--- config.mk ---
export PLATFORM = sky130hd
export DESIGN_NAME = seq_table_loader
export DESIGN_NICKNAME = d
export VERILOG_FILES = /design/src/rtl/seq_table_loader.sv
export SDC_FILE = /design/constraint.sdc
export NUM_CORES = 1
export LEC_CHECK = 0
export ABC_AREA = 1
export BUFFER_PORTS_ARGS = -buffer_cell sky130_fd_sc_hd__buf_2
export CORE_MARGIN = 3
export CORE_UTILIZATION = 40
export CTS_CLUSTER_SIZE = 10
export DETAILED_ROUTE_END_ITERATION = 10
export PLACE_DENSITY = 0.61
export SLEW_MARGIN = 20
export SYNTH_ARGS = -nofsm -noshare
export SYNTH_HDL_FRONTEND = slang
export SYNTH_SLANG_ARGS = --single-unit
export TNS_END_PERCENT = 50
--- constraint.sdc ---
create_clock -name clk_i -period 1.98 [get_ports clk_i]
set_input_delay 0.198 -clock clk_i [delete_from_list [all_inputs] [get_ports clk_i]]
set_output_delay 0.198 -clock clk_i [all_outputs]
set_load 0.03 [all_outputs]
--- src/rtl/seq_table_loader.sv ---
// Streams a sequencer table from a valid/ready word source into the sequencer
// table write port: clear pulse, paced data strobes, then a length commit.
module seq_table_loader #(
  parameter int MAX_WORDS = 4096,
  parameter int WSTB_GAP  = 0,
  parameter int TIMEOUT   = 65535
) (
  input  logic        clk_i,
  input  logic        reset_i,
  input  logic        load_start_i,
  input  logic [15:0] load_length_i,
  input  logic        abort_i,
  input  logic [31:0] s_data_i,
  input  logic        s_valid_i,
  output logic        s_ready_o,
  output logic        TABLE_START_o,
  output logic [31:0] TABLE_DATA_o,
  output logic        TABLE_WSTB_o,
  output logic [15:0] TABLE_LENGTH_o,
  output logic        TABLE_LENGTH_WSTB_o,
  output logic        busy_o,
  output logic        done_o,
  output logic [1:0]  error_o,
  output logic [15:0] words_o
);

  localparam logic [16:0] MAX_LEN    = 17'(MAX_WORDS);
  localparam logic [3:0]  GAP_INIT   = 4'(WSTB_GAP);
  localparam logic [15:0] TIMEOUT_M1 = 16'(TIMEOUT - 1);
  localparam logic        TIMEOUT_EN = (TIMEOUT != 0) ? 1'b1 : 1'b0;

  localparam logic [1:0] ERR_NONE    = 2'd0;
  localparam logic [1:0] ERR_LENGTH  = 2'd1;
  localparam logic [1:0] ERR_ABORT   = 2'd2;
  localparam logic [1:0] ERR_TIMEOUT = 2'd3;

  typedef enum logic [1:0] {
    IDLE   = 2'd0,
    START  = 2'd1,
    LOAD   = 2'd2,
    COMMIT = 2'd3
  } state_t;

  state_t      state_r;
  logic [15:0] len_r;
  logic [15:0] words_r;
  logic [3:0]  gap_cnt_r;
  logic [15:0] stall_cnt_r;
  logic        start_r;
  logic [31:0] data_r;
  logic        wstb_r;
  logic [15:0] length_r;
  logic        length_wstb_r;
  logic        busy_r;
  logic        done_r;
  logic [1:0]  error_r;

  logic        ready_s;
  logic        handshake_s;
  logic        stall_hit_s;
  logic [15:0] words_next_s;

  // A table must be whole lines (4 words), non-empty and fit the sequencer.
  function automatic logic length_ok(input logic [15:0] len);
    return (len != 16'd0) && (len[1:0] == 2'b00) && ({1'b0, len} <= MAX_LEN);
  endfunction

  // Source is ready only in LOAD once the strobe gap has drained; abort vetoes the word.
  always_comb begin
    ready_s = 1'b0;
    if ((state_r == LOAD) && (gap_cnt_r == 4'd0) && !abort_i) begin
      ready_s = 1'b1;
    end else begin
      ready_s = 1'b0;
    end
  end

  assign handshake_s  = s_valid_i & ready_s;
  assign words_next_s = words_r + 16'd1;
  assign stall_hit_s  = TIMEOUT_EN & (stall_cnt_r == TIMEOUT_M1);

  // Load sequencer: one-cycle strobes default low and are raised only on the cycle they apply.
  always_ff @(posedge clk_i) begin
    if (!reset_i) begin
      state_r       <= IDLE;
      len_r         <= 16'd0;
      words_r       <= 16'd0;
      gap_cnt_r     <= 4'd0;
      stall_cnt_r   <= 16'd0;
      start_r       <= 1'b0;
      data_r        <= 32'd0;
      wstb_r        <= 1'b0;
      length_r      <= 16'd0;
      length_wstb_r <= 1'b0;
      busy_r        <= 1'b0;
      done_r        <= 1'b0;
      error_r       <= ERR_NONE;
    end else begin
      start_r       <= 1'b0;
      wstb_r        <= 1'b0;
      length_wstb_r <= 1'b0;
      done_r        <= 1'b0;
      if (gap_cnt_r != 4'd0) begin
        gap_cnt_r <= gap_cnt_r - 4'd1;
      end
      case (state_r)
        IDLE: begin
          if (load_start_i) begin
            if (length_ok(load_length_i)) begin
              len_r       <= load_length_i;
              words_r     <= 16'd0;
              error_r     <= ERR_NONE;
              gap_cnt_r   <= 4'd0;
              stall_cnt_r <= 16'd0;
              start_r     <= 1'b1;
              busy_r      <= 1'b1;
              state_r     <= START;
            end else begin
              error_r <= ERR_LENGTH;
            end
          end
        end
        START: begin
          if (abort_i) begin
            error_r <= ERR_ABORT;
            busy_r  <= 1'b0;
            state_r <= IDLE;
          end else begin
            state_r <= LOAD;
          end
        end
        LOAD: begin
          if (abort_i) begin
            error_r <= ERR_ABORT;
            busy_r  <= 1'b0;
            state_r <= IDLE;
          end else if (handshake_s) begin
            data_r      <= s_data_i;
            wstb_r      <= 1'b1;
            words_r     <= words_next_s;
            gap_cnt_r   <= GAP_INIT;
            stall_cnt_r <= 16'd0;
            // The commit strobe lands together with the final data strobe.
            if (words_next_s == len_r) begin
              length_r      <= words_next_s;
              length_wstb_r <= 1'b1;
              done_r        <= 1'b1;
              state_r       <= COMMIT;
            end
          end else if (stall_hit_s) begin
            error_r <= ERR_TIMEOUT;
            busy_r  <= 1'b0;
            state_r <= IDLE;
          end else begin
            stall_cnt_r <= stall_cnt_r + 16'd1;
          end
        end
        COMMIT: begin
          busy_r  <= 1'b0;
          state_r <= IDLE;
        end
        default: begin
          busy_r  <= 1'b0;
          state_r <= IDLE;
        end
      endcase
    end
  end

  assign s_ready_o           = ready_s;
  assign TABLE_START_o       = start_r;
  assign TABLE_DATA_o        = data_r;
  assign TABLE_WSTB_o        = wstb_r;
  assign TABLE_LENGTH_o      = length_r;
  assign TABLE_LENGTH_WSTB_o = length_wstb_r;
  assign busy_o              = busy_r;
  assign done_o              = done_r;
  assign error_o             = error_r;
  assign words_o             = words_r;

endmodule

After elaboration in Yosys (flattened, before gate mapping). Index checks and enable logic that the tools add are counted.

Register bits: 108. Input bits: 53. Output and inout port bits: 72. Logic and storage cells: 100.

Add/subtract/negate cells: 3. Order comparisons: 1. Eq/ne operators: 15. Multiplexer cells: 41. Bitwise operators: 5. Reductions and logical operators: 23.

Operator list (number): $mux 16 (7); $pmux 16 s2 (2); $add 16x1->16 const B (2); $mux 2 (12); $mux 4 (5); $reduce_and 5->1 (4); $eq 16x16->1 (1); $eq 16x16->1 const B (1); $le 16x13->1 const B (1); $reduce_bool 16->1 (1); $mux 1 (11); $ne 2x2->1 const B (5); $ne 3x3->1 const B (3); $reduce_and 3->1 (3); $pmux 2 s4 (1); $pmux 4 s2 (1); $reduce_and 4->1 (2); $pmux 2 s3 (1); $eq 2x2->1 const B (2); $logic_and 1x1->1 (4); $logic_not 2->1 (2); $logic_not 4->1 (1); $ne 4x3->1 const B (1); $ne 4x4->1 const B (1); 11 further kinds (14).

Longest topological paths before layout. Gate-level depths: netlist of run 1.

Depth after elaboration: 8. Gate-level depth with buffers: 17. Mapped depth without buffers: 16.

Worst setup path after synthesis of run 1. OpenSTA, ideal clock, no wires.

Path type: reg2reg. Start point: register state_r[0]. End point: register stall_cnt_r[12]. Setup time: 0.128 ns. Arrival: 2.386 ns. Data required time: 1.852 ns. Setup slack: -0.534 ns. Cell stages (with the launch flop): 16. Path buffers: 2. Clock period less this slack: 2.514 ns. Path through: dfxtp_1 -> inv_1 -> ha_1 -> buf_2 -> inv_2 -> nor2_1 -> inv_1 -> nor2_1 -> nand2_1 -> nand2_1 -> nor2_1 -> nor2_1 -> nand3_1 -> buf_2 -> o21ai_0 -> a21oi_1.

Longest elaborated chain between the ends: 8. Elaborated cells on any way between the ends: 15. Classes of those cells: 5 x eq/ne; 4 x mux; 1 x bitwise; 5 x reduce/logical.

Ends and longest elaborated chain: start, declared (RTL line 44) `state_t state_r;`; start signal, assigned (RTL line 85) `state_r <= IDLE;`; start signal, assigned (RTL line 117) `state_r <= START;`; start signal, assigned (RTL line 127) `state_r <= IDLE;`; $eq 2x2->1 (*) (RTL line 71) `if ((state_r == LOAD) && (gap_cnt_r == 4'd0) && !abort_i) begin`; $logic_and 1x1->1 (*) (2 in a row) (RTL line 71); $mux 1 (*) (RTL line 71); via s_ready_o (RTL line 15) `output logic s_ready_o,`; $and 1x1->1 (*) (RTL line 78) `assign handshake_s = s_valid_i & ready_s;`; $mux 16 (RTL line 137) `end else if (handshake_s) begin`; $mux 16 (RTL line 133) `if (abort_i) begin`; $pmux 16 s2 (RTL line 106) `case (state_r)`; end signal, assigned (RTL line 155) `stall_cnt_r <= stall_cnt_r + 16'd1;`; end, declared (RTL line 48) `logic [15:0] stall_cnt_r;`.

The timed path passes the listed nets; every way through them passes the cells marked *. The select of a mux whose other input is x is not followed. A chain may end at the register's enable or synchronous reset.

Worst setup path in the final report of run 1.
Start point: register words_r[0], in the netlist words_o[0]. End point: register length_r[15], in the netlist TABLE_LENGTH_o[15].

Longest elaborated chain between the ends: 3.

Ends and longest elaborated chain: start, declared (RTL line 46) `logic [15:0] words_r;`; start signal, assigned (RTL line 140) `words_r <= words_next_s;`; $add 16x1->16 (*) (RTL line 79) `assign words_next_s = words_r + 16'd1;`; $eq 16x16->1 (RTL line 144) `if (words_next_s == len_r) begin`; $reduce_and 4->1 (no line); end signal, assigned (RTL line 145) `length_r <= words_next_s;`; end, declared (RTL line 52) `logic [15:0] length_r;`.

Every way passes the cells marked *; elsewhere a longest branch is shown, timed or not.

==> results of run 1 <==
-- critical path: cells and delay by family, from the launching register on --
kind | cells | cell delay (ns)
flip-flops | 1 | 0.39
adder cells (fa/ha/maj) | 1 | 0.17
AND/OR/NAND/NOR | 11 | 1.30
buffers and inverters | 1 | 0.14
AO/OA/AOI/OAI | 1 | 0.14
-- final cells by class --
cell class | instances | area (um^2) | area share (%)
Multi-Input combinational cell | 596 | 3120 | 41.1
Clock inverter | 6 | 48.8 | 0.643
Sequential cell | 108 | 2200 | 28.9
Clock buffer | 10 | 239 | 3.15
Tap cell | 176 | 220 | 2.90
Timing Repair Buffer | 208 | 1400 | 18.4
Inverter | 97 | 372 | 4.90
-- cell usage after synthesis, types with 2 or more instances --
cell type	n	area [um^2]
dfxtp_1	108	2160
xor2_1	8	70.1
a211oi_1	2	15.0
buf_2	13	65.1
xnor2_1	4	35.0
o21ai_0	31	155
nor2_4	4	45.0
ha_1	8	100
a21oi_1	90	450
nor3_1	20	100
or2_2	2	12.5
xnor3_1	2	45.0
inv_1	93	349
nor2_1	92	345
nor4_1	6	37.5
inv_2	4	15.0
nand2_1	237	890
nand4_1	27	169
clkbuf_1	20	75.1
o21ai_1	3	15.0
nor2_2	3	18.8
nand3_1	46	230
-- final timing paths --
check / start / to
max: words_o[0] / TABLE_LENGTH_o[15]
min: s_data_i[0] / TABLE_DATA_o[0]
max reg2reg: words_o[0] / TABLE_LENGTH_o[15]
min reg2reg: len_r[1] / len_r[1]
-- stage by stage --
stage	hold slack [ns]	setup slack (ns)	instances	TNS [ns]
3_3_place_gp	0.440	-0.346	1168	-5.59
2_1_floorplan	0.342	-0.0483	834	-0.496
6_report	0.0838	-0.224	1201	-3.62
4_1_cts	0.0700	-0.138	1190	-1.91
5_1_grt	0.0717	-0.392	1201	-8.14
3_5_place_dp	0.443	-0.377	1168	-6.11
-- routing by layer --
layer | share of wire (%) | wire [um]
met1 | 44 | 7220
met2 | 50 | 8240
met3 | 4.6 | 763
met4 | 1.7 | 282
met5 | 0 | 0
-- logic make-up after synthesis --
logic type | Yosys count
and+or+nand+nor | 442
DFF | 108
AOI/OAI and AO/OA | 129
xor gates and xnor gates | 14
adders and majority gates | 8
buffers and inverters | 133
-- flip-flops by register name, indices dropped and copies added, names as in the netlist --
register and count:
TABLE_START_o 1, gap_cnt_r 4, stall_cnt_r 16, state_r 2, TABLE_LENGTH_o 16, len_r 16, busy_o 1, TABLE_WSTB_o 1
words_o 16, done_o 1, TABLE_DATA_o 32, error_o 2
-- power breakdown --
group	internal, uW	switching (uW)	total (uW)	leakage [uW]
combinational	672	903	1580	0.00235
sequential	2290	112	2400	0.000881
clock	900	852	1750	0.000137
total	3860	1870	5730	0.00337
-- timing repair --
| action | in CTS | in global routing |
|---|---|---|
| buffers inserted | 3 | 9 |
| cloned | 3 | 2 |
| gates resized for setup | 24 | 39 |
| pin swaps | 15 | 27 |
| setup endpoints to repair | 19 | 77 |
==> results.toml, run 1 <==
[logic_synthesis]
synth.distinct_cells = 33
synthArstFlopShare_pct = 0
ys_warn_count = 0
ys_seq_area_share_pct = 39.4
synth_ff_type = "dfxtp_1"
ys_seq_elements = 108
syn-num-nets = 895
synth-edff-count = 0
synthesis.area_um2 = 5490
avgSynthCellArea_um2 = 6.59
synth_xor_area_share_pct = 2.73
synth_fa_ha_area_share_pct = 1.82
synthMuxAreaShare_pct = 0
synth_top_family_by_area = "simple AND/OR/NAND/NOR gates"
synth_compound_area_share_pct = 12.0
synthSimpleGateAreaFrac_pct = 34.5
synth_cells = 834

[global_routing]
grtUsageMet2_pct = 36.8
grtUsageTotal_pct = 21.6
antenna_found_initial = 0
grt_pass1_vias = 5292
grt_max_degree = 51
grt_pass1_wl_mm = 26.2
grt.overflow.total = 0
globalRouteMet1Util_pct = 27.6
grtUsageMet3_pct = 4.53
busiest_layer = "met2"

[worst_setup_path]
startpoint_type = "flip-flop"
worstRegToRegCells = 14
crit_top_cell = "nand2_1"
cp.arrival_ns = 2.49
crit_chain = "ha_4, nand2_4, nor2_4, nand4_1, nand2_1, nand2_2, a21oi_2, nand2_2, nor2_4, buf_12, nand3_4, nand2_1, nand2_1, nor2_1"
crit_type = "reg2reg"
crit_path_max_incr_delay_ns = 0.39
crit_slowest_cell = "dfxtp_4"
path_max_fanout = 7
end_kind = "flip-flop"
reg2reg_slack_ns = -0.22
worstPathRequired_ns = 2.26

[die]
dieArea_um2 = 15200
ios = 125
num_rows = 42
core_area_um2 = 13300
start_util_pct = 41.2
fp.dieW_um = 123
die_h_um = 123

[drt]
drt_iter0_markers = 337
vias = 5837
ant_nets = 0
vias_per_cell = 4.86
drc = 0
detail_route.wirelength_mm = 16.5
wl_per_cell_um = 13.7
dr.pass1.iters = 4

[status]
run_status = "finished, violations left"
violations = "setup timing"

[sta]
finalCriticalPeriod_ns = 2.20
grt_setup_unrepaired = "yes"
setup_viol = 29
hold_viol = 0
max_freq_ghz = 0.454
slew_viol_final = 0
worst_pin_slew_ns = 0.515
max_slew_margin_pct = 65.7
period_share_pct = 111
clock-skew-final_ns = 0.0106
worst_slack_ns = -0.224

[cells_and_area]
finish.utilization_pct = 56.9
n_antenna_cell = 0
layout_commonest_cell = "nand2_1"
drive_gt1_share_pct = 30.7
final_area_um2 = 7590
nNetsFinal = 1081
final_cell_mix = "nand2_1 (219), buf_2 (124), dfxtp_1 (91), inv_1 (86), a21oi_1 (86)"
fill_cells = 1342
area_delta_synth_final_pct = 38.2

[power]
leakagePower_uw = 0.00337
irDropWorstVdd_uv = 514
p_per_area_nw_per_um2 = 755
p_total_uw = 5730

[placed_design]
numPortBuffers = 124
gp_congestion = 0.908
dp_hpwl_mm = 11.9
dpl_cell_area_um2 = 6870

[clock_network]
h-tree-depth = 3
cts.sink_count = 108
cts_tree = "yes"
ctsHoldBuffers = 0
clkTransAtPathRegs_ns = 0.08
numCtsBuffers = 9
cts.path.max_buffers = 2
root_buffer = "clkbuf_16"
clock_latency_ns = 0.36

[run]
cap_viol_max_count = 0

[worst_hold_path]
hp-class = "in2reg"
hold_depth = 3
(Power assumes the default switching activity.)
==> run 2: changes to the inputs <==
PLACE_DENSITY = 0.59   (was 0.61)
clock period = 2.85 ns   (was 1.98 ns; I/O delays follow)
==> results.toml, run 2 (synthesis results as in run 1) <==
[status]
run_status = "completed"

[placed_design]
gp_congestion = 0.894
numPortBuffers = 124
dpl_cell_area_um2 = 6280
dp_hpwl_mm = 11.5
place_inst = 1112

[worst_setup_path]
cp.arrival_ns = 2.78
path_max_fanout = 13
crit_type = "reg2reg"
worstPathRequired_ns = 3.14
end_kind = "flip-flop"
startpoint_type = "flip-flop"

[clock_network]
ctsHoldBuffers = 0
root_buffer = "clkbuf_16"
clkTransAtPathRegs_ns = 0.07
cts.sink_count = 108
cts_resized = 0
cts.path.max_buffers = 2
h-tree-depth = 3
cts_setup_buffers = 0
cts_tree = "yes"
numCtsBuffers = 9
clock_latency_ns = 0.35

[cells_and_area]
register_area_um2 = 2160
final_area_um2 = 6580
largest_reg_flops = 32
n_antenna_cell = 0
layoutNonFillerInstCount = 1128
multi_input_area_um2 = 2820
final_cell_mix = "nand2_1 (237), buf_2 (124), dfxtp_1 (107), inv_1 (92), nor2_1 (91)"
area_delta_synth_final_pct = 19.7
fill_cells = 1440
layout_commonest_cell = "nand2_1"
drive_gt1_share_pct = 18.0
nNetsFinal = 1009

[die]
core_area_um2 = 13300
start_util_pct = 41.2
fp.dieW_um = 123
ios = 125
num_rows = 42
dieArea_um2 = 15200
die_h_um = 123

[global_routing]
grt_pass1_vias = 5072
antenna_found_initial = 0
grtUsageTotal_pct = 20.5
grt_pass1_wl_mm = 24.6
grt.overflow.total = 0
grt_max_degree = 51

[worst_hold_path]
hp-class = "in2reg"

[sta]
hold_viol = 0
max_freq_ghz = 0.402
worst_pin_slew_ns = 0.692
setup_viol = 0
fin_setup_tns_ns = 0
clock-skew-final_ns = 0.0104
grt_setup_unrepaired = "no"
period_share_pct = 87.3
max_slew_margin_pct = 53.6
slew_viol_final = 0
finalCriticalPeriod_ns = 2.49

[power]
irDropWorstVdd_uv = 301
power_frac_seq_pct = 46.2
p_per_area_nw_per_um2 = 546
p_int_uw = 2460
pwr-share-comb_pct = 20.5
switching_share_pct = 31.4
leakagePower_uw = 0.00292
switchingPower_uw = 1130
p_clk_share_pct = 33.3

[drt]
dr.pass1.iters = 5
drt_iter0_markers = 305
vias_per_cell = 4.89
ant_nets = 0
wl_per_cell_um = 13.7
vias = 5514
detail_route.wirelength_mm = 15.4
drc = 0

[run]
cap_viol_max_count = 0
## run 2: cell types whose count changed in the layout (fill, tap and decap cells not counted), moves of 5 or more
cell     before  now
dfxtp_2      12    1
buf_12        8    0
nand3_1      36   46
dfxtp_1      91  107
dfxtp_4       5    0
nor2_1       82   91
nand2_1     219  237
nand2_2      16    1
inv_1        86   92
nor2_4       10    4
buf_4        71   14
nand3_2       8    0
## run 2: power groups by stage
stage,clock network [uW],registers (uW),logic [uW]
4_1_cts,1230,1650,735
3_5_place_dp,0,1690,732
5_1_grt,1290,1670,829
2_1_floorplan,0,1740,448
3_3_place_gp,0,1690,729
6_report,1190,1660,736
## run 2: through the flow
step | worst slack, ns | utilization, % | hold slack, ns | power, uW
2_1_floorplan | 0.336 | - | 0.429 | 2190
3_3_place_gp | 0.302 | 47.0 | 0.444 | 2420
3_5_place_dp | 0.298 | 47.0 | 0.446 | 2420
4_1_cts | 0.267 | 49.1 | 0.161 | 3620
5_1_grt | 0.0187 | 49.3 | 0.164 | 3780
6_report | 0.361 | 49.3 | 0.174 | 3590
## run 2: worst max-delay path, cell delays in order, from the launching register on
cell     delay [ns]
dfxtp_1        0.42
ha_1           0.22
nand3_1        0.18
o21ai_1        0.24
nand2_1        0.16
nand2_1        0.12
nand2_1        0.07
nor3_2         0.16
nand2_1        0.14
nor2_4         0.25
nand3_4        0.21
nand2_1        0.11
nand2_1        0.05
nor2_1         0.09
## run 2: worst paths after layout
path	slack (ns)	startpoint	to	depth (start not counted)
max	0.36	words_o[1]	TABLE_LENGTH_o[0]	13
min	0.17	s_data_i[11]	TABLE_DATA_o[11]	3
max reg2reg	0.36	words_o[1]	TABLE_LENGTH_o[0]	13
min reg2reg	0.46	len_r[1]	len_r[1]	2
## run 2: per-layer routing
metal | share of wire (%) | vias up | GRT usage, %
met4 | 2.6 | 0 | 7.68
met2 | 48 | 128 | 34.5
met5 | 0 | - | 0
met3 | 4.9 | 19 | 4.99
met1 | 44 | 2465 | 25.4
li1 | - | 2902 | -
## run 2: final cells by class
cell class / count / area share [%]
clock buffer: 12 / 3.90
clock inverter: 3 / 0.342
inverter: 97 / 5.54
multi-input combinational: 594 / 42.9
sequential: 108 / 32.9
tap: 176 / 3.35
timing repair buffer: 138 / 11.0
